`src/rtl/bexkat1_intseq.sv`:
```
// bexkat1_intseq: multi-cycle sequencer for the bexkat1 integer unit.
// It takes one intfunc_t operation at a time. Multiply is an iterative
// shift-add and divide is restoring, one bit per cycle. EXT/EXTB/COM/NEG
// complete in a single cycle.
//
// Ports:
//   clk_i     clock, rising edge
//   rst_i     asynchronous reset, active low
//   start_i   issue request, sampled only while idle
//   flush_i   abort the operation in flight; no done pulse is produced
//   func_i    intfunc_t code (0..11 legal, 12..15 illegal)
//   a_i, b_i  operands, latched at issue
//   busy_o    high whenever the sequencer is not idle
//   done_o    one-cycle pulse; result_o/dz_o/ill_o are valid
//   result_o  result, held until the next done
//   dz_o      divide-by-zero flag
//   ill_o     illegal function code flag
//
// Optional build macro: BEXKAT1_INT_EARLY_EXIT_EN. When it is defined, a
// multiply leaves RUN once the remaining multiplier bits are all zero. The
// result is the same either way.
//
// state | meaning
// IDLE  | waiting for start_i; unary and illegal ops finish straight from here
// PREP  | forms operand magnitudes and performs the first iteration
// RUN   | one multiply or divide iteration per cycle
// FIXUP | applies sign correction and selects the output word
// DONE  | done_o high; result_o valid
module bexkat1_intseq #(
    parameter int WIDTH = 32
) (
    input  logic             clk_i,
    input  logic             rst_i,
    input  logic             start_i,
    input  logic             flush_i,
    input  logic [3:0]       func_i,
    input  logic [WIDTH-1:0] a_i,
    input  logic [WIDTH-1:0] b_i,
    output logic             busy_o,
    output logic             done_o,
    output logic [WIDTH-1:0] result_o,
    output logic             dz_o,
    output logic             ill_o
);
    localparam logic [3:0] INT_MUL   = 4'd0;
    localparam logic [3:0] INT_DIV   = 4'd1;
    localparam logic [3:0] INT_EXT   = 4'd2;
    localparam logic [3:0] INT_EXTB  = 4'd3;
    localparam logic [3:0] INT_MOD   = 4'd4;
    localparam logic [3:0] INT_MULU  = 4'd5;
    localparam logic [3:0] INT_DIVU  = 4'd6;
    localparam logic [3:0] INT_MODU  = 4'd7;
    localparam logic [3:0] INT_MULX  = 4'd8;
    localparam logic [3:0] INT_MULUX = 4'd9;
    localparam logic [3:0] INT_COM   = 4'd10;
    localparam logic [3:0] INT_NEG   = 4'd11;

    localparam int CW = $clog2(WIDTH + 1);
    localparam logic [CW-1:0] CNT_FULL = CW'(WIDTH);

    typedef enum logic [2:0] {S_IDLE, S_PREP, S_RUN, S_FIXUP, S_DONE} state_t;

    state_t             state, state_nxt;
    logic [3:0]         func_q;
    logic [WIDTH-1:0]   a_q, b_q;
    logic [WIDTH-1:0]   x_q, y_q, hi_q, lo_q;
    logic [CW-1:0]      cnt_q;
    logic [WIDTH-1:0]   result_q;
    logic               dz_q, ill_q;

    logic               accept, ill_in, single_in;
    logic [WIDTH-1:0]   unary_res;
    logic               is_mul, is_div, is_signed, sign_a, sign_b;
    logic [WIDTH-1:0]   abs_a, abs_b;
    logic [WIDTH-1:0]   src_x, src_y, src_hi, src_lo;
    logic [CW-1:0]      src_cnt, cnt_n;
    logic [WIDTH:0]     mul_sum, div_r2;
    logic [WIDTH-1:0]   div_diff;
    logic               div_bit;
    logic [WIDTH-1:0]   x_n, hi_n, lo_n;
    logic               last_iter;
    logic [2*WIDTH-1:0] prod_raw, prod;
    logic [WIDTH-1:0]   quot, rem, fix_res;
    logic               div_zero;

    // Issue-time decode straight from the inputs
    always_comb begin
        accept    = (state == S_IDLE) && start_i && !flush_i;
        ill_in    = (func_i > INT_NEG);
        single_in = ill_in || (func_i inside {INT_EXT, INT_EXTB, INT_COM, INT_NEG});
        case (func_i)
            INT_EXT:  unary_res = {{(WIDTH-16){b_i[15]}}, b_i[15:0]};
            INT_EXTB: unary_res = {{(WIDTH-8){b_i[7]}}, b_i[7:0]};
            INT_COM:  unary_res = ~b_i;
            INT_NEG:  unary_res = '0 - b_i;
            default:  unary_res = '0;
        endcase
    end

    // Iteration datapath. In PREP the sources are the fresh magnitudes, so
    // PREP itself performs the first iteration.
    always_comb begin
        is_mul    = func_q inside {INT_MUL, INT_MULU, INT_MULX, INT_MULUX};
        is_div    = func_q inside {INT_DIV, INT_DIVU, INT_MOD, INT_MODU};
        is_signed = func_q inside {INT_MUL, INT_DIV, INT_MOD, INT_MULX};
        sign_a    = is_signed && a_q[WIDTH-1];
        sign_b    = is_signed && b_q[WIDTH-1];
        abs_a     = sign_a ? ('0 - a_q) : a_q;
        abs_b     = sign_b ? ('0 - b_q) : b_q;

        if (state == S_PREP) begin
            src_hi  = '0;
            src_lo  = '0;
            src_x   = is_mul ? abs_b : abs_a;
            src_y   = is_mul ? abs_a : abs_b;
            src_cnt = '0;
        end else begin
            src_hi  = hi_q;
            src_lo  = lo_q;
            src_x   = x_q;
            src_y   = y_q;
            src_cnt = cnt_q;
        end

        // multiply: x is the multiplier shifted out LSB first, {hi,lo} the product
        mul_sum  = {1'b0, src_hi} + {1'b0, (src_x[0] ? src_y : {WIDTH{1'b0}})};
        // divide: x shifts the dividend out MSB first and the quotient in, hi is the remainder
        div_r2   = {src_hi, src_x[WIDTH-1]};
        div_bit  = (div_r2 >= {1'b0, src_y});
        div_diff = div_r2[WIDTH-1:0] - src_y;

        if (is_mul) begin
            hi_n = mul_sum[WIDTH:1];
            lo_n = {mul_sum[0], src_lo[WIDTH-1:1]};
            x_n  = src_x >> 1;
        end else begin
            hi_n = div_bit ? div_diff : div_r2[WIDTH-1:0];
            lo_n = src_lo;
            x_n  = {src_x[WIDTH-2:0], div_bit};
        end
        cnt_n = src_cnt + CW'(1);
`ifdef BEXKAT1_INT_EARLY_EXIT_EN
        last_iter = (cnt_n == CNT_FULL) || (is_mul && (x_n == '0));
`else
        last_iter = (cnt_n == CNT_FULL);
`endif
    end

    // Sign correction and output word selection
    always_comb begin
`ifdef BEXKAT1_INT_EARLY_EXIT_EN
        // Skipped iterations would only have shifted the product right.
        prod_raw = {hi_q, lo_q} >> (CNT_FULL - cnt_q);
`else
        prod_raw = {hi_q, lo_q};
`endif
        prod     = (sign_a ^ sign_b) ? ('0 - prod_raw) : prod_raw;
        quot     = (sign_a ^ sign_b) ? ('0 - x_q) : x_q;
        rem      = sign_a ? ('0 - hi_q) : hi_q;
        div_zero = (b_q == '0);
        case (func_q)
            INT_MUL, INT_MULU:   fix_res = prod[WIDTH-1:0];
            INT_MULX, INT_MULUX: fix_res = prod[2*WIDTH-1:WIDTH];
            INT_DIV, INT_DIVU:   fix_res = div_zero ? {WIDTH{1'b1}} : quot;
            INT_MOD, INT_MODU:   fix_res = div_zero ? a_q : rem;
            default:             fix_res = '0;
        endcase
    end

    always_ff @(posedge clk_i or negedge rst_i) begin
        if (!rst_i) state <= S_IDLE;
        else        state <= state_nxt;
    end

    always_comb begin
        state_nxt = state;
        case (state)
            S_IDLE:  if (accept) state_nxt = single_in ? S_DONE : S_PREP;
            S_PREP,
            S_RUN:   state_nxt = flush_i ? S_IDLE : (last_iter ? S_FIXUP : S_RUN);
            S_FIXUP: state_nxt = flush_i ? S_IDLE : S_DONE;
            S_DONE:  state_nxt = S_IDLE;
            default: state_nxt = S_IDLE;
        endcase
    end

    always_comb begin
        busy_o   = (state != S_IDLE);
        done_o   = (state == S_DONE);
        result_o = result_q;
        dz_o     = dz_q;
        ill_o    = ill_q;
    end

    always_ff @(posedge clk_i or negedge rst_i) begin
        if (!rst_i) begin
            func_q   <= '0;
            a_q      <= '0;
            b_q      <= '0;
            x_q      <= '0;
            y_q      <= '0;
            hi_q     <= '0;
            lo_q     <= '0;
            cnt_q    <= '0;
            result_q <= '0;
            dz_q     <= 1'b0;
            ill_q    <= 1'b0;
        end else begin
            case (state)
                S_IDLE: begin
                    if (accept) begin
                        func_q <= func_i;
                        a_q    <= a_i;
                        b_q    <= b_i;
                        if (single_in) begin
                            result_q <= unary_res;
                            dz_q     <= 1'b0;
                            ill_q    <= ill_in;
                        end
                    end
                end
                S_PREP, S_RUN: begin
                    x_q   <= x_n;
                    y_q   <= src_y;
                    hi_q  <= hi_n;
                    lo_q  <= lo_n;
                    cnt_q <= cnt_n;
                end
                S_FIXUP: begin
                    if (!flush_i) begin
                        result_q <= fix_res;
                        dz_q     <= is_div && div_zero;
                        ill_q    <= 1'b0;
                    end
                end
                default: ;
            endcase
        end
    end
endmodule

```
`config.mk`:
```
export PLATFORM = sky130hd
export DESIGN_NAME = bexkat1_intseq
export DESIGN_NICKNAME = d
export VERILOG_FILES = /design/src/rtl/bexkat1_intseq.sv
export SDC_FILE = /design/constraint.sdc
export NUM_CORES = 1
export LEC_CHECK = 0
export CAP_MARGIN = 5
export CORE_UTILIZATION = 34
export CTS_CLUSTER_SIZE = 8
export DETAILED_ROUTE_END_ITERATION = 6
export PLACE_DENSITY = 0.49
export RECOVER_POWER = 100
export SLEW_MARGIN = 10
export SYNTH_ARGS = -nofsm -noshare
export SYNTH_HDL_FRONTEND = slang
export SYNTH_SLANG_ARGS = --single-unit
```
`constraint.sdc`:
```
create_clock -name clk_i -period 4.72 [get_ports clk_i]
set_input_delay 1.18 -clock clk_i [delete_from_list [all_inputs] [get_ports clk_i]]
set_output_delay 1.18 -clock clk_i [all_outputs]
set_load 0.01 [all_outputs]
```
==> report_table.html, run 1 <==
<table>
<tr><th>Metric</th><th>Value</th></tr>
<tr><th colspan="2">Floorplanning</th></tr>
<tr><td>Top Ports</td><td>108</td></tr>
<tr><td>CORE AREA</td><td>0.05946 mm^2</td></tr>
<tr><td>Chip height</td><td>roughly 250 um</td></tr>
<tr><td>Initial standard-cell utilization of the core</td><td>34.72%</td></tr>
<tr><td>Die area</td><td>0.06172 mm^2</td></tr>
<tr><td>Floorplan row count</td><td>between 80 and 90</td></tr>
<tr><td>Overall die width</td><td>approximately 250 um</td></tr>
<tr><th colspan="2">Synth</th></tr>
<tr><td>Top cells by area in the synthesized netlist</td><td>sky130_fd_sc_hd__dfrtp_1, sky130_fd_sc_hd__xnor2_1, sky130_fd_sc_hd__a21oi_1</td></tr>
<tr><td>Average cell area after synthesis</td><td>8.000 um^2</td></tr>
<tr><td>Fraction of synthesized cell area in xor and xnor cells</td><td>10.48%</td></tr>
<tr><td>Cell count after synthesis</td><td>2581</td></tr>
<tr><td>Portion of netlist area occupied by mux cells</td><td>5.084%</td></tr>
<tr><td>Area fraction in compound gates after synthesis</td><td>26.23%</td></tr>
<tr><td>Post-synth ARST share</td><td>100.0%</td></tr>
<tr><td>Most used DFF post-synth</td><td>sky130_fd_sc_hd__dfrtp_1</td></tr>
<tr><td>Most used standard cell by instance count after synthesis</td><td>sky130_fd_sc_hd__nor2_1</td></tr>
<tr><td>Main combinational cell family by area after synthesis</td><td>compound AO/OA/AOI/OAI gates</td></tr>
<tr><td>Count of unique library cells instantiated by Yosys</td><td>84</td></tr>
<tr><td>Total of flip-flops plus latches after synthesis</td><td>239</td></tr>
<tr><td>Area fraction in and, or, nand and nor cells after synthesis</td><td>19.84%</td></tr>
<tr><td>Commonest cells post-synth</td><td>sky130_fd_sc_hd__nor2_1, sky130_fd_sc_hd__a21oi_1, sky130_fd_sc_hd__dfrtp_1</td></tr>
<tr><td>Post-synth top area share</td><td>between 20% and 30%</td></tr>
<tr><td>Adder-cell area share of the yosys netlist</td><td>4.605%</td></tr>
<tr><td>Proportion of synthesized chip area in sequential cells</td><td>28.96%</td></tr>
<tr><td>Syn. warnings</td><td>0</td></tr>
<tr><td>Library cell with the largest summed area after synthesis</td><td>sky130_fd_sc_hd__dfrtp_1</td></tr>
<tr><td>Post-synthesis cell area</td><td>slightly above 0.02 mm^2</td></tr>
<tr><td>Total nets after synthesis</td><td>2727</td></tr>
<tr><td>Number of enable-type register cells in the synthesized netlist</td><td>0</td></tr>
<tr><th colspan="2">Cells and area</th></tr>
<tr><td>Final Util</td><td>49.27%</td></tr>
<tr><td>Post-layout nets</td><td>3266</td></tr>
<tr><td>Non-filler cells in the finished layout</td><td>approximately 4k</td></tr>
<tr><td>Layout cells sized above 1</td><td>slightly above 30%</td></tr>
<tr><td>Area overhead of the layout relative to synthesis</td><td>41.88%</td></tr>
<tr><th colspan="2">Clock network</th></tr>
<tr><td>TritonCTS Buffers</td><td>37</td></tr>
<tr><td>Root Driver</td><td>sky130_fd_sc_hd__clkbuf_16</td></tr>
<tr><td>Depth of the CTS H-tree</td><td>2</td></tr>
<tr><td>CTS max path bufs</td><td>3</td></tr>
<tr><td>Hold buffers post-CTS</td><td>0</td></tr>
<tr><td>CTS tree</td><td>yes</td></tr>
<tr><td>Reg clk slew, reported paths</td><td>50 ps</td></tr>
<tr><td>Clock sink count</td><td>239</td></tr>
<tr><td>Worst-Skew Late Latency</td><td>around 570 ps</td></tr>
<tr><th colspan="2">Route</th></tr>
<tr><td>First-iteration detailed-routing DRC count</td><td>1950</td></tr>
<tr><td>Via density per instance</td><td>5.775</td></tr>
<tr><td>DR WL/cell</td><td>23.99 um</td></tr>
<tr><td>Number of remaining DRC errors</td><td>0</td></tr>
<tr><td>Number of nets still failing antenna checks after routing</td><td>0</td></tr>
<tr><td>Routed via count</td><td>22.54k</td></tr>
<tr><td>Final Routed Wirelength</td><td>about 94000 um</td></tr>
<tr><td>Number of iterations in the first detailed-routing pass</td><td>6</td></tr>
<tr><th colspan="2">Timing</th></tr>
<tr><td>Setup repair after global routing missed its margin</td><td>yes</td></tr>
<tr><td>Worst-Margin Slew</td><td>2480 ps</td></tr>
<tr><td>Setup violators final</td><td>33</td></tr>
<tr><td>Maximum achievable frequency</td><td>slightly above 200 MHz</td></tr>
<tr><td>Clock period minus worst slack</td><td>4945 ps</td></tr>
<tr><td>Final Max Slew Viols</td><td>334</td></tr>
<tr><td>Worst setup slack after layout</td><td>-224.9 ps</td></tr>
<tr><td>Number of failing hold endpoints at the final stage</td><td>0</td></tr>
<tr><td>Worst slew slack as a fraction of its limit</td><td>-65.34%</td></tr>
<tr><td>Worst-case clock skew</td><td>about 30 ps</td></tr>
<tr><td>Portion of the clock cycle consumed by the worst path in the final layout</td><td>104.8%</td></tr>
<tr><th colspan="2">Placed design</th></tr>
<tr><td>Count of placed standard cells including taps</td><td>3791</td></tr>
<tr><td>Number of port buffers</td><td>approximately 110</td></tr>
<tr><td>Minimum setup slack after placement</td><td>-706.4 ps</td></tr>
<tr><td>Final HPWL from detailed placement</td><td>72890 um</td></tr>
<tr><td>RD Place Congestion</td><td>0.9875</td></tr>
<tr><th colspan="2">GRT</th></tr>
<tr><td>Number of global-route vias before repair</td><td>21.72k</td></tr>
<tr><td>Total grt overflow</td><td>0</td></tr>
<tr><td>Total GRT Usage</td><td>29.12%</td></tr>
<tr><td>Wire length of the first global-routing pass</td><td>137100 um</td></tr>
<tr><td>Pin count of the biggest net entering global routing</td><td>93</td></tr>
<tr><td>Antenna violations before repair</td><td>4</td></tr>
<tr><th colspan="2">Worst setup path</th></tr>
<tr><td>Termination of the worst setup path</td><td>hi_q[10]</td></tr>
<tr><td>Source of the critical timing path</td><td>a_q[11]</td></tr>
<tr><td>FF-to-FF End</td><td>hi_q[10]</td></tr>
<tr><td>Required time of the worst setup path</td><td>5100 ps</td></tr>
<tr><td>Worst R2R Start</td><td>a_q[11]</td></tr>
<tr><td>Path type of the worst setup path</td><td>reg -&gt; reg</td></tr>
<tr><td>WP data arrival</td><td>5330 ps</td></tr>
<tr><td>Series of cell instances along the critical path</td><td>or4_4, or4_4, nor3b_4, buf_6, nand2_4, o21ai_4, xor2_2, a211oi_2, a21oi_1, buf_4, ha_4, and2_1, nand3_1, a21oi_1, a211o_1, a311oi_4, a21o_1, buf_12, buf_12, buf_4, nor2_2, a211oi_2, o31ai_1</td></tr>
<tr><td>Reg2reg setup slack</td><td>-220 ps</td></tr>
<tr><td>Nature of the critical path startpoint</td><td>flop</td></tr>
<tr><td>Cell with the largest stage delay on the worst path</td><td>sky130_fd_sc_hd__or4_4</td></tr>
<tr><td>Peak per-stage delay on the critical path</td><td>560 ps</td></tr>
<tr><td>Highest fanout seen on the critical path</td><td>8</td></tr>
<tr><td>Reg2Reg Depth</td><td>23</td></tr>
<tr><td>Capturing element type of the critical path</td><td>flop</td></tr>
<tr><th colspan="2">Outcome</th></tr>
<tr><td>Violations in the final reports</td><td>max-capacitance violations, max-slew violations, negative setup slack</td></tr>
<tr><td>Result of the run</td><td>finished with violations</td></tr>
<tr><th colspan="2">Min path</th></tr>
<tr><td>HP Class</td><td>reg -&gt; reg</td></tr>
<tr><th colspan="2">Run</th></tr>
<tr><td>Max Cap Violations</td><td>5</td></tr>
</table>
## stage by stage
step / cell area (um^2) / setup TNS (ps) / hold WS, ps
final: 29300 / -3881 / 475.9
after global routing: 29290 / -9755 / 509.0
after CTS: 27480 / -7738 / 478.8
after detailed placement: 26080 / -17770 / 474.2
after global placement: 26080 / -16920 / 460.0
after floorplan: 20700 / -35.86 / 445.1
## sequential cells by signal (all words and copies together) (netlist names)
register	count
a_q	32
b_q	32
hi_q	32
lo_q	32
result_o	32
x_q	32
y_q	32
cnt_q	6
func_q	4
state	3
dz_o	1
ill_o	1
## final cells by class
| type | instances | area (um^2) |
|---|---|---|
| Antenna cell | 1 | 2.502 |
| Clock buffer | 44 | 992.2 |
| Clock inverter | 5 | 47.55 |
| Fill cell | 5781 | 30170 |
| Inverter | 71 | 266.5 |
| Multi-Input combinational cell | 2081 | 15330 |
| Sequential cell | 239 | 5981 |
| Tap cell | 773 | 967.2 |
| Timing Repair Buffer | 690 | 5712 |
## critical path, delay by kind of cell, from the launching register on
| kind | cells | cell delay (ps) |
|---|---|---|
| AND/OR/NAND/NOR | 7 | 1720 |
| flip-flops | 1 | 370 |
| XOR/XNOR | 1 | 210 |
| buffers and inverters | 5 | 750 |
| AO/OA/AOI/OAI | 9 | 1500 |
| adder cells (fa/ha/maj) | 1 | 210 |
## how the worst min path moves through the flow
stage             start        to  slack [ps]  depth (start not counted)
4_1_cts        cnt_q[0]  cnt_q[0]         480                          1
3_3_place_gp   cnt_q[0]  cnt_q[0]         460                          1
3_5_place_dp   cnt_q[0]  cnt_q[0]         470                          1
6_report       cnt_q[0]  cnt_q[0]         480                          1
2_1_floorplan  cnt_q[0]  cnt_q[0]         450                          1
5_1_grt         y_q[14]   y_q[14]         510                          2
## per-layer routing
metal	up-vias	global-route usage, %	part of all wire [%]
met2	801	44.61	44
met3	165	4.752	6.6
li1	10530	-	-
met5	-	0	0
met4	0	12.32	4.6
met1	11050	40.41	45
## layout by cell type (no fill, tap or decap), types with 18 or more instances in the layout
cell,count
sky130_fd_sc_hd__xnor2_1,132
sky130_fd_sc_hd__a31oi_1,32
sky130_fd_sc_hd__and2_1,47
sky130_fd_sc_hd__o211ai_1,20
sky130_fd_sc_hd__o21ai_0,109
sky130_fd_sc_hd__mux2_2,62
sky130_fd_sc_hd__nand2_1,193
sky130_fd_sc_hd__ha_4,22
sky130_fd_sc_hd__a22o_1,32
sky130_fd_sc_hd__xor2_1,97
sky130_fd_sc_hd__a211oi_1,55
sky130_fd_sc_hd__inv_1,65
sky130_fd_sc_hd__buf_6,32
sky130_fd_sc_hd__dfrtp_1,239
sky130_fd_sc_hd__clkdlybuf4s50_1,105
sky130_fd_sc_hd__a21oi_1,210
sky130_fd_sc_hd__a21oi_2,29
sky130_fd_sc_hd__o31ai_1,27
sky130_fd_sc_hd__nor4_1,25
sky130_fd_sc_hd__ha_1,46
sky130_fd_sc_hd__mux2i_1,32
sky130_fd_sc_hd__nor3_1,65
sky130_fd_sc_hd__nand4_1,18
sky130_fd_sc_hd__nand3_1,30
sky130_fd_sc_hd__nor2_1,241
sky130_fd_sc_hd__or3_1,26
sky130_fd_sc_hd__buf_4,530
sky130_fd_sc_hd__a21o_1,47
sky130_fd_sc_hd__o21ai_1,23
sky130_fd_sc_hd__clkbuf_16,38
sky130_fd_sc_hd__a211oi_2,19
## cells by family (layout without fill, tap and decap cells)
group	count (synthesis)	after routing
mux	97	97
flops	239	239
buf+inv	261	810
simple gates	836	836
fa+ha+maj	75	75
other cells	0	1
compound gates	826	826
xor+xnor	247	247
## timing repair
item | CTS | global route
pin swaps | 31 | 151
cloned | 0 | 2
resized for setup | 52 | 316
buffers inserted | 18 | 47
endpoints found under the setup margin | 33 | 33
Power of run 1 is not shown: default switching activity piles up to over one toggle a cycle in this logic, so the estimate is an artifact.
==> run 2, diff against run 1 <==
Settings changed: GPL_ROUTABILITY_DRIVEN set to 0.
==> report_table.html, run 2 (synthesis results as in run 1) <==
<table>
<tr><th>Metric</th><th>Value</th></tr>
<tr><th colspan="2">Outcome</th></tr>
<tr><td>Result of the run</td><td>finished with violations</td></tr>
<tr><td>Violations in the final reports</td><td>max-capacitance violations, max-slew violations, negative setup slack</td></tr>
<tr><th colspan="2">Cells and area</th></tr>
<tr><td>Finished layout cell area</td><td>0.02922 mm^2</td></tr>
<tr><td>Post-layout nets</td><td>3265</td></tr>
<tr><td>Area overhead of the layout relative to synthesis</td><td>41.52%</td></tr>
<tr><td>Layout fillers</td><td>5696</td></tr>
<tr><td>Final Util</td><td>49.14%</td></tr>
<tr><td>Most frequent cells in the layout</td><td>sky130_fd_sc_hd__buf_4, sky130_fd_sc_hd__nor2_1, sky130_fd_sc_hd__dfrtp_1</td></tr>
<tr><td>Commonest non-fill, non-tap cell in the layout</td><td>sky130_fd_sc_hd__buf_4</td></tr>
<tr><td>Layout cells sized above 1</td><td>30.05%</td></tr>
<tr><td>Non-filler cells in the finished layout</td><td>3906</td></tr>
<tr><th colspan="2">Clock network</th></tr>
<tr><td>Worst-Skew Late Latency</td><td>580 ps</td></tr>
<tr><td>Reg clk slew, reported paths</td><td>roughly 50 ps</td></tr>
<tr><td>Depth of the CTS H-tree</td><td>2</td></tr>
<tr><td>Root Driver</td><td>sky130_fd_sc_hd__clkbuf_16</td></tr>
<tr><td>CTS tree</td><td>yes</td></tr>
<tr><td>TritonCTS Buffers</td><td>37</td></tr>
<tr><td>Clock sink count</td><td>239</td></tr>
<tr><td>CTS max path bufs</td><td>3</td></tr>
<tr><th colspan="2">Worst setup path</th></tr>
<tr><td>Capturing element type of the critical path</td><td>flop</td></tr>
<tr><td>Required time of the worst setup path</td><td>5160 ps</td></tr>
<tr><td>Cell with the largest stage delay on the worst path</td><td>sky130_fd_sc_hd__or4_4</td></tr>
<tr><td>Peak per-stage delay on the critical path</td><td>between 500 and 600 ps</td></tr>
<tr><td>WP data arrival</td><td>5340 ps</td></tr>
<tr><td>Cell family contributing the most delay on the critical path</td><td>simple AND/OR/NAND/NOR gates</td></tr>
<tr><td>Crit path buf inv count</td><td>5</td></tr>
<tr><td>Highest fanout seen on the critical path</td><td>4</td></tr>
<tr><td>Cell repeated most along the worst path</td><td>sky130_fd_sc_hd__buf_4</td></tr>
<tr><td>Series of cell instances along the critical path</td><td>or4_4, or4_4, nor3b_4, buf_6, nand2_4, buf_6, o41ai_4, xor2_1, mux2i_1, mux2i_1, buf_4, buf_4, nor2_1, ha_1, and2_4, and3_4, and2_4, nand2_2, o21ai_2, buf_4, xnor2_2, nor2_1, a221o_1</td></tr>
<tr><td>Nature of the critical path startpoint</td><td>flop</td></tr>
<tr><td>Path type of the worst setup path</td><td>reg -&gt; reg</td></tr>
<tr><th colspan="2">Route</th></tr>
<tr><td>DR WL/cell</td><td>23.53 um</td></tr>
<tr><td>Number of nets still failing antenna checks after routing</td><td>0</td></tr>
<tr><td>Final Routed Wirelength</td><td>around 92000 um</td></tr>
<tr><td>Routed via count</td><td>around 23k</td></tr>
<tr><td>First-iteration detailed-routing DRC count</td><td>2294</td></tr>
<tr><td>Via density per instance</td><td>a little under 6</td></tr>
<tr><td>Number of remaining DRC errors</td><td>0</td></tr>
<tr><td>Number of iterations in the first detailed-routing pass</td><td>6</td></tr>
<tr><th colspan="2">Timing</th></tr>
<tr><td>Worst-Margin Slew</td><td>2662 ps</td></tr>
<tr><td>Number of failing hold endpoints at the final stage</td><td>0</td></tr>
<tr><td>Setup violators final</td><td>28</td></tr>
<tr><td>Clock period minus worst slack</td><td>between 4000 and 5000 ps</td></tr>
<tr><td>Worst slew slack as a fraction of its limit</td><td>-77.48%</td></tr>
<tr><td>Portion of the clock cycle consumed by the worst path in the final layout</td><td>103.7%</td></tr>
<tr><td>Worst-case clock skew</td><td>between 30 and 40 ps</td></tr>
<tr><td>Final Max Slew Viols</td><td>between 150 and 200</td></tr>
<tr><td>Maximum achievable frequency</td><td>just over 200 MHz</td></tr>
<tr><td>Worst setup slack after layout</td><td>-175.5 ps</td></tr>
<tr><td>Setup repair after global routing missed its margin</td><td>yes</td></tr>
<tr><th colspan="2">Min path</th></tr>
<tr><td>HP Class</td><td>reg -&gt; reg</td></tr>
<tr><th colspan="2">GRT</th></tr>
<tr><td>Number of global-route vias before repair</td><td>21.63k</td></tr>
<tr><td>Total grt overflow</td><td>0</td></tr>
<tr><td>Wire length of the first global-routing pass</td><td>between 100000 and 150000 um</td></tr>
<tr><td>Total GRT Usage</td><td>between 20 and 30%</td></tr>
<tr><td>Antenna violations before repair</td><td>1</td></tr>
<tr><td>Pin count of the biggest net entering global routing</td><td>93</td></tr>
<tr><th colspan="2">Run</th></tr>
<tr><td>Max Cap Violations</td><td>2</td></tr>
<tr><th colspan="2">Floorplanning</th></tr>
<tr><td>Die area</td><td>0.06172 mm^2</td></tr>
<tr><td>Initial standard-cell utilization of the core</td><td>34.72%</td></tr>
<tr><td>Floorplan row count</td><td>89</td></tr>
<tr><td>Chip height</td><td>248.4 um</td></tr>
<tr><td>Overall die width</td><td>248.4 um</td></tr>
<tr><td>Top Ports</td><td>108</td></tr>
<tr><td>CORE AREA</td><td>0.05946 mm^2</td></tr>
<tr><th colspan="2">Placed design</th></tr>
<tr><td>Instance area at placement</td><td>0.02594 mm^2</td></tr>
<tr><td>Count of placed standard cells including taps</td><td>3774</td></tr>
<tr><td>Final HPWL from detailed placement</td><td>70760 um</td></tr>
<tr><td>Number of port buffers</td><td>107</td></tr>
</table>
==> run 2: cell types whose count changed in the layout (fill, tap and decap cells not counted), moves of 5 or more <==
cell | before | now
sky130_fd_sc_hd__mux2i_1 | 32 | 27
sky130_fd_sc_hd__a211oi_1 | 55 | 61
sky130_fd_sc_hd__o21ai_0 | 109 | 115
sky130_fd_sc_hd__ha_1 | 46 | 51
sky130_fd_sc_hd__o21ai_1 | 23 | 18
sky130_fd_sc_hd__ha_4 | 22 | 17
sky130_fd_sc_hd__mux2i_2 | 1 | 7
sky130_fd_sc_hd__buf_4 | 530 | 520
sky130_fd_sc_hd__buf_6 | 32 | 45
==> run 2: path summary, 6_finish.rpt <==
path | start | endpoint | slack [ps] | cells after the start
worst max-delay path | a_q[12] | hi_q[27] | -180 | 23
worst min-delay path | result_o[11] | result_o[11] | 480 | 2
worst max register to register | a_q[12] | hi_q[27] | -180 | 23
worst min register to register | result_o[11] | result_o[11] | 480 | 2
max in group asynchronous | rst_i | a_q[30] | 690 | 2
min in group asynchronous | rst_i | ill_o | 1380 | 1
==> run 2: through the flow <==
step	TNS, ps	setup WS [ps]	hold WS (ps)
detailed placement	-14000	-684.1	471.9
CTS	-3130	-194.3	483.1
global placement	-14170	-632.9	462.5
floorplan	-35.86	-35.86	445.1
global route	-8169	-363.4	499.5
finish	-2584	-175.5	477.0
==> run 2: routing by layer <==
layer	wire (um)	share of wire [%]	global-route usage, %	up-vias
met2	39490	43	42.91	1052
met1	40790	44	40.15	11130
li1	-	-	-	10530
met3	6601	7.2	4.082	193
met4	5019	5.5	14.84	0
met5	0	0	0	-
==> run 2: area by class of cell <==
cell class / instances / area, um^2 / share of cell area (%)
antenna: 2 / 5.005 / 0.01713
inverter: 71 / 266.5 / 0.9120
multi-input combinational: 2081 / 15190 / 51.97
sequential: 239 / 5981 / 20.47
clock buffer: 45 / 955.9 / 3.271
tap: 773 / 967.2 / 3.310
timing repair buffer: 689 / 5782 / 19.79
clock inverter: 6 / 77.57 / 0.2655
==> run 2: what timing repair did <==
item / in CTS / in global routing
resized for setup: 169 / 176
hold buffers: 0 / 0
setup buffers: 42 / 44
gates cloned: 2 / 0
pin swaps: 95 / 99
endpoints found under the setup margin: 33 / 33
==> run 2: worst register-to-register path: cells and delay by family (launching register included) <==
family                   cells  cell delay (ps)
adder cells (fa/ha/maj)      1              340
XOR/XNOR                     2              370
multiplexers                 2              310
AND/OR/NAND/NOR             10             1950
AO/OA/AOI/OAI                3              710
flip-flops                   1              370
buffers and inverters        5              700
Power of run 2 is left out for the same reason.
==> run 3, diff against run 2 <==
Settings changed: CTS_CLUSTER_SIZE 8 to unset, GPL_TIMING_DRIVEN set to 0, SLEW_MARGIN 10 to unset.
==> report_table.html, run 3 (synthesis results as in run 1) <==
<table>
<tr><th>Metric</th><th>Value</th></tr>
<tr><th colspan="2">Placed design</th></tr>
<tr><td>Count of placed standard cells including taps</td><td>3461</td></tr>
<tr><td>Instance area at placement</td><td>around 0.023 mm^2</td></tr>
<tr><td>Final HPWL from detailed placement</td><td>76360 um</td></tr>
<tr><td>Number of port buffers</td><td>103</td></tr>
<tr><th colspan="2">Worst setup path</th></tr>
<tr><td>Worst R2R Start</td><td>b_q[1]</td></tr>
<tr><td>Highest fanout seen on the critical path</td><td>5</td></tr>
<tr><td>WP data arrival</td><td>5610 ps</td></tr>
<tr><td>Path type of the worst setup path</td><td>reg -&gt; reg</td></tr>
<tr><td>Reg2reg setup slack</td><td>-420 ps</td></tr>
<tr><td>Required time of the worst setup path</td><td>about 5200 ps</td></tr>
<tr><td>Nature of the critical path startpoint</td><td>flop</td></tr>
<tr><td>FF-to-FF End</td><td>hi_q[31]</td></tr>
<tr><td>Cell family contributing the most delay on the critical path</td><td>simple AND/OR/NAND/NOR gates</td></tr>
<tr><td>Peak per-stage delay on the critical path</td><td>approximately 520 ps</td></tr>
<tr><td>Crit path buf inv count</td><td>7</td></tr>
<tr><td>Series of cell instances along the critical path</td><td>inv_2, ha_4, or4b_4, or4_4, nor2_4, nor2_4, xnor2_4, nand2_1, and3_4, a21oi_4, buf_6, ha_4, buf_4, nand4_1, nor4_4, buf_4, a311oi_4, buf_4, a21oi_4, buf_6, nor3_4, buf_6, a22o_1, a211o_1</td></tr>
<tr><td>Reg2Reg Depth</td><td>24</td></tr>
<tr><td>Cell with the largest stage delay on the worst path</td><td>sky130_fd_sc_hd__or4_4</td></tr>
<tr><td>Capturing element type of the critical path</td><td>flop</td></tr>
<tr><td>Number of stages on the worst setup path</td><td>24</td></tr>
<tr><th colspan="2">Timing</th></tr>
<tr><td>Portion of the clock cycle consumed by the worst path in the final layout</td><td>108.9%</td></tr>
<tr><td>Worst-case clock skew</td><td>22.68 ps</td></tr>
<tr><td>Setup repair after global routing missed its margin</td><td>yes</td></tr>
<tr><td>Number of failing hold endpoints at the final stage</td><td>0</td></tr>
<tr><td>Worst setup slack after layout</td><td>-418.2 ps</td></tr>
<tr><td>Maximum achievable frequency</td><td>194.6 MHz</td></tr>
<tr><td>Worst slew slack as a fraction of its limit</td><td>-137.2%</td></tr>
<tr><td>Worst Hold Slack</td><td>477.7 ps</td></tr>
<tr><td>Worst-Margin Slew</td><td>3559 ps</td></tr>
<tr><td>Final Max Slew Viols</td><td>62</td></tr>
<tr><td>Clock period minus worst slack</td><td>5138 ps</td></tr>
<tr><td>Setup violators final</td><td>34</td></tr>
<tr><th colspan="2">Run</th></tr>
<tr><td>Max Cap Violations</td><td>2</td></tr>
<tr><th colspan="2">Clock network</th></tr>
<tr><td>Clock sink count</td><td>between 200 and 250</td></tr>
<tr><td>CTS tree</td><td>yes</td></tr>
<tr><td>CTS max path bufs</td><td>3</td></tr>
<tr><td>Hold buffers post-CTS</td><td>0</td></tr>
<tr><td>Root Driver</td><td>sky130_fd_sc_hd__clkbuf_16</td></tr>
<tr><td>Depth of the CTS H-tree</td><td>1</td></tr>
<tr><td>Reg clk slew, reported paths</td><td>approximately 60 ps</td></tr>
<tr><td>TritonCTS Buffers</td><td>30</td></tr>
<tr><td>Worst-Skew Late Latency</td><td>approximately 600 ps</td></tr>
<tr><th colspan="2">Floorplanning</th></tr>
<tr><td>Initial standard-cell utilization of the core</td><td>34.72%</td></tr>
<tr><td>Overall die width</td><td>248.4 um</td></tr>
<tr><td>Floorplan row count</td><td>89</td></tr>
<tr><td>Die area</td><td>0.06172 mm^2</td></tr>
<tr><td>CORE AREA</td><td>0.05946 mm^2</td></tr>
<tr><td>Chip height</td><td>around 250 um</td></tr>
<tr><td>Top Ports</td><td>108</td></tr>
<tr><th colspan="2">Route</th></tr>
<tr><td>Number of nets still failing antenna checks after routing</td><td>0</td></tr>
<tr><td>Via density per instance</td><td>just over 6</td></tr>
<tr><td>First-iteration detailed-routing DRC count</td><td>2386</td></tr>
<tr><td>Final Routed Wirelength</td><td>99880 um</td></tr>
<tr><td>Number of remaining DRC errors</td><td>0</td></tr>
<tr><td>Number of iterations in the first detailed-routing pass</td><td>5</td></tr>
<tr><td>DR WL/cell</td><td>roughly 28 um</td></tr>
<tr><td>Routed via count</td><td>22.31k</td></tr>
<tr><th colspan="2">Cells and area</th></tr>
<tr><td>Non-filler cells in the finished layout</td><td>about 3.6k</td></tr>
<tr><td>Finished layout cell area</td><td>approximately 0.027 mm^2</td></tr>
<tr><td>Area overhead of the layout relative to synthesis</td><td>29.22%</td></tr>
<tr><td>Most frequent cells in the layout</td><td>sky130_fd_sc_hd__nor2_1, sky130_fd_sc_hd__dfrtp_1, sky130_fd_sc_hd__a21oi_1</td></tr>
<tr><td>Commonest non-fill, non-tap cell in the layout</td><td>sky130_fd_sc_hd__nor2_1</td></tr>
<tr><td>Layout fillers</td><td>5885</td></tr>
<tr><td>Layout cells sized above 1</td><td>20.15%</td></tr>
<tr><td>Post-layout nets</td><td>2976</td></tr>
<tr><th colspan="2">Min path</th></tr>
<tr><td>WHS Path Cells</td><td>1</td></tr>
<tr><td>Worst Hold Launch</td><td>cnt_q[0]</td></tr>
<tr><td>Endpoint with the worst hold slack</td><td>cnt_q[0]</td></tr>
<tr><td>HP Class</td><td>reg -&gt; reg</td></tr>
<tr><th colspan="2">GRT</th></tr>
<tr><td>Wire length of the first global-routing pass</td><td>143900 um</td></tr>
<tr><td>Number of global-route vias before repair</td><td>between 20k and 25k</td></tr>
<tr><td>Total grt overflow</td><td>0</td></tr>
<tr><td>Pin count of the biggest net entering global routing</td><td>between 100 and 150</td></tr>
<tr><td>Total GRT Usage</td><td>31.11%</td></tr>
<tr><td>Antenna violations before repair</td><td>3</td></tr>
<tr><th colspan="2">Outcome</th></tr>
<tr><td>Result of the run</td><td>finished with violations</td></tr>
<tr><td>Violations in the final reports</td><td>max-capacitance violations, max-slew violations, negative setup slack</td></tr>
</table>
## run 3: cell count changes in the layout (fill, tap and decap cells not counted), sizes merged
cell           before  now
clkbuf             48  199
buf               580  151
clkdlybuf4s50     106  101
clkinv              8    6
clkinvlp            0    2
dlygate4sd3         0    1
bufinv              0    4
inv                69   70
## run 3: stage by stage
stage,util (%),TNS [ps],setup slack [ps]
floorplan,-,-35.86,-35.86
global placement,38.17,-2065090,-8357
detailed placement,38.31,-81220,-2727
CTS,43.39,-8312,-377.3
global route,44.86,-16040,-536.3
finish,44.87,-9969,-418.2
## run 3: timing repair
item | in CTS | in global routing
setup buffers | 87 | 40
resized for setup | 298 | 157
pin swaps | 70 | 61
cloned | 1 | 0
setup endpoints to repair | 34 | 36
## run 3: layout make-up
class                           instances  area [um^2]  area share (%)
Multi-Input combinational cell       2081        15390           57.68
Sequential cell                       239         5995           22.47
Timing Repair Buffer                  232         2150           8.056
Tap cell                              773        967.2           3.625
Clock buffer                           45        907.1           3.400
Buffer                                175        823.3           3.086
Inverter                               71        266.5          0.9988
Clock inverter                         11        178.9          0.6706
Antenna cell                            2        5.005         0.01876
## run 3: how the worst max path moves through the flow
stage | from | to
after global routing | b_q[1] | hi_q[28]
final | b_q[1] | hi_q[31]
after global placement | rst_i | hi_q[29]
after CTS | b_q[1] | hi_q[30]
after detailed placement | func_q[2] | hi_q[0]
after floorplan | a_q[1] | hi_q[28]
## run 3: worst reg2reg max path, delay by kind of cell (launching register included)
kind	cells	cell delay, ps
buffers and inverters	7	1040
AND/OR/NAND/NOR	9	2060
adder cells (fa/ha/maj)	2	280
flip-flops	1	480
XOR/XNOR	1	250
AO/OA/AOI/OAI	5	910
## run 3: routing by layer
layer,part of all wire [%],track usage (%)
met3,7.5,4.250
met2,44,48.09
met1,42,41.30
met5,0.018,0
met4,7.0,18.70
Power of run 3 is left out for the same reason.
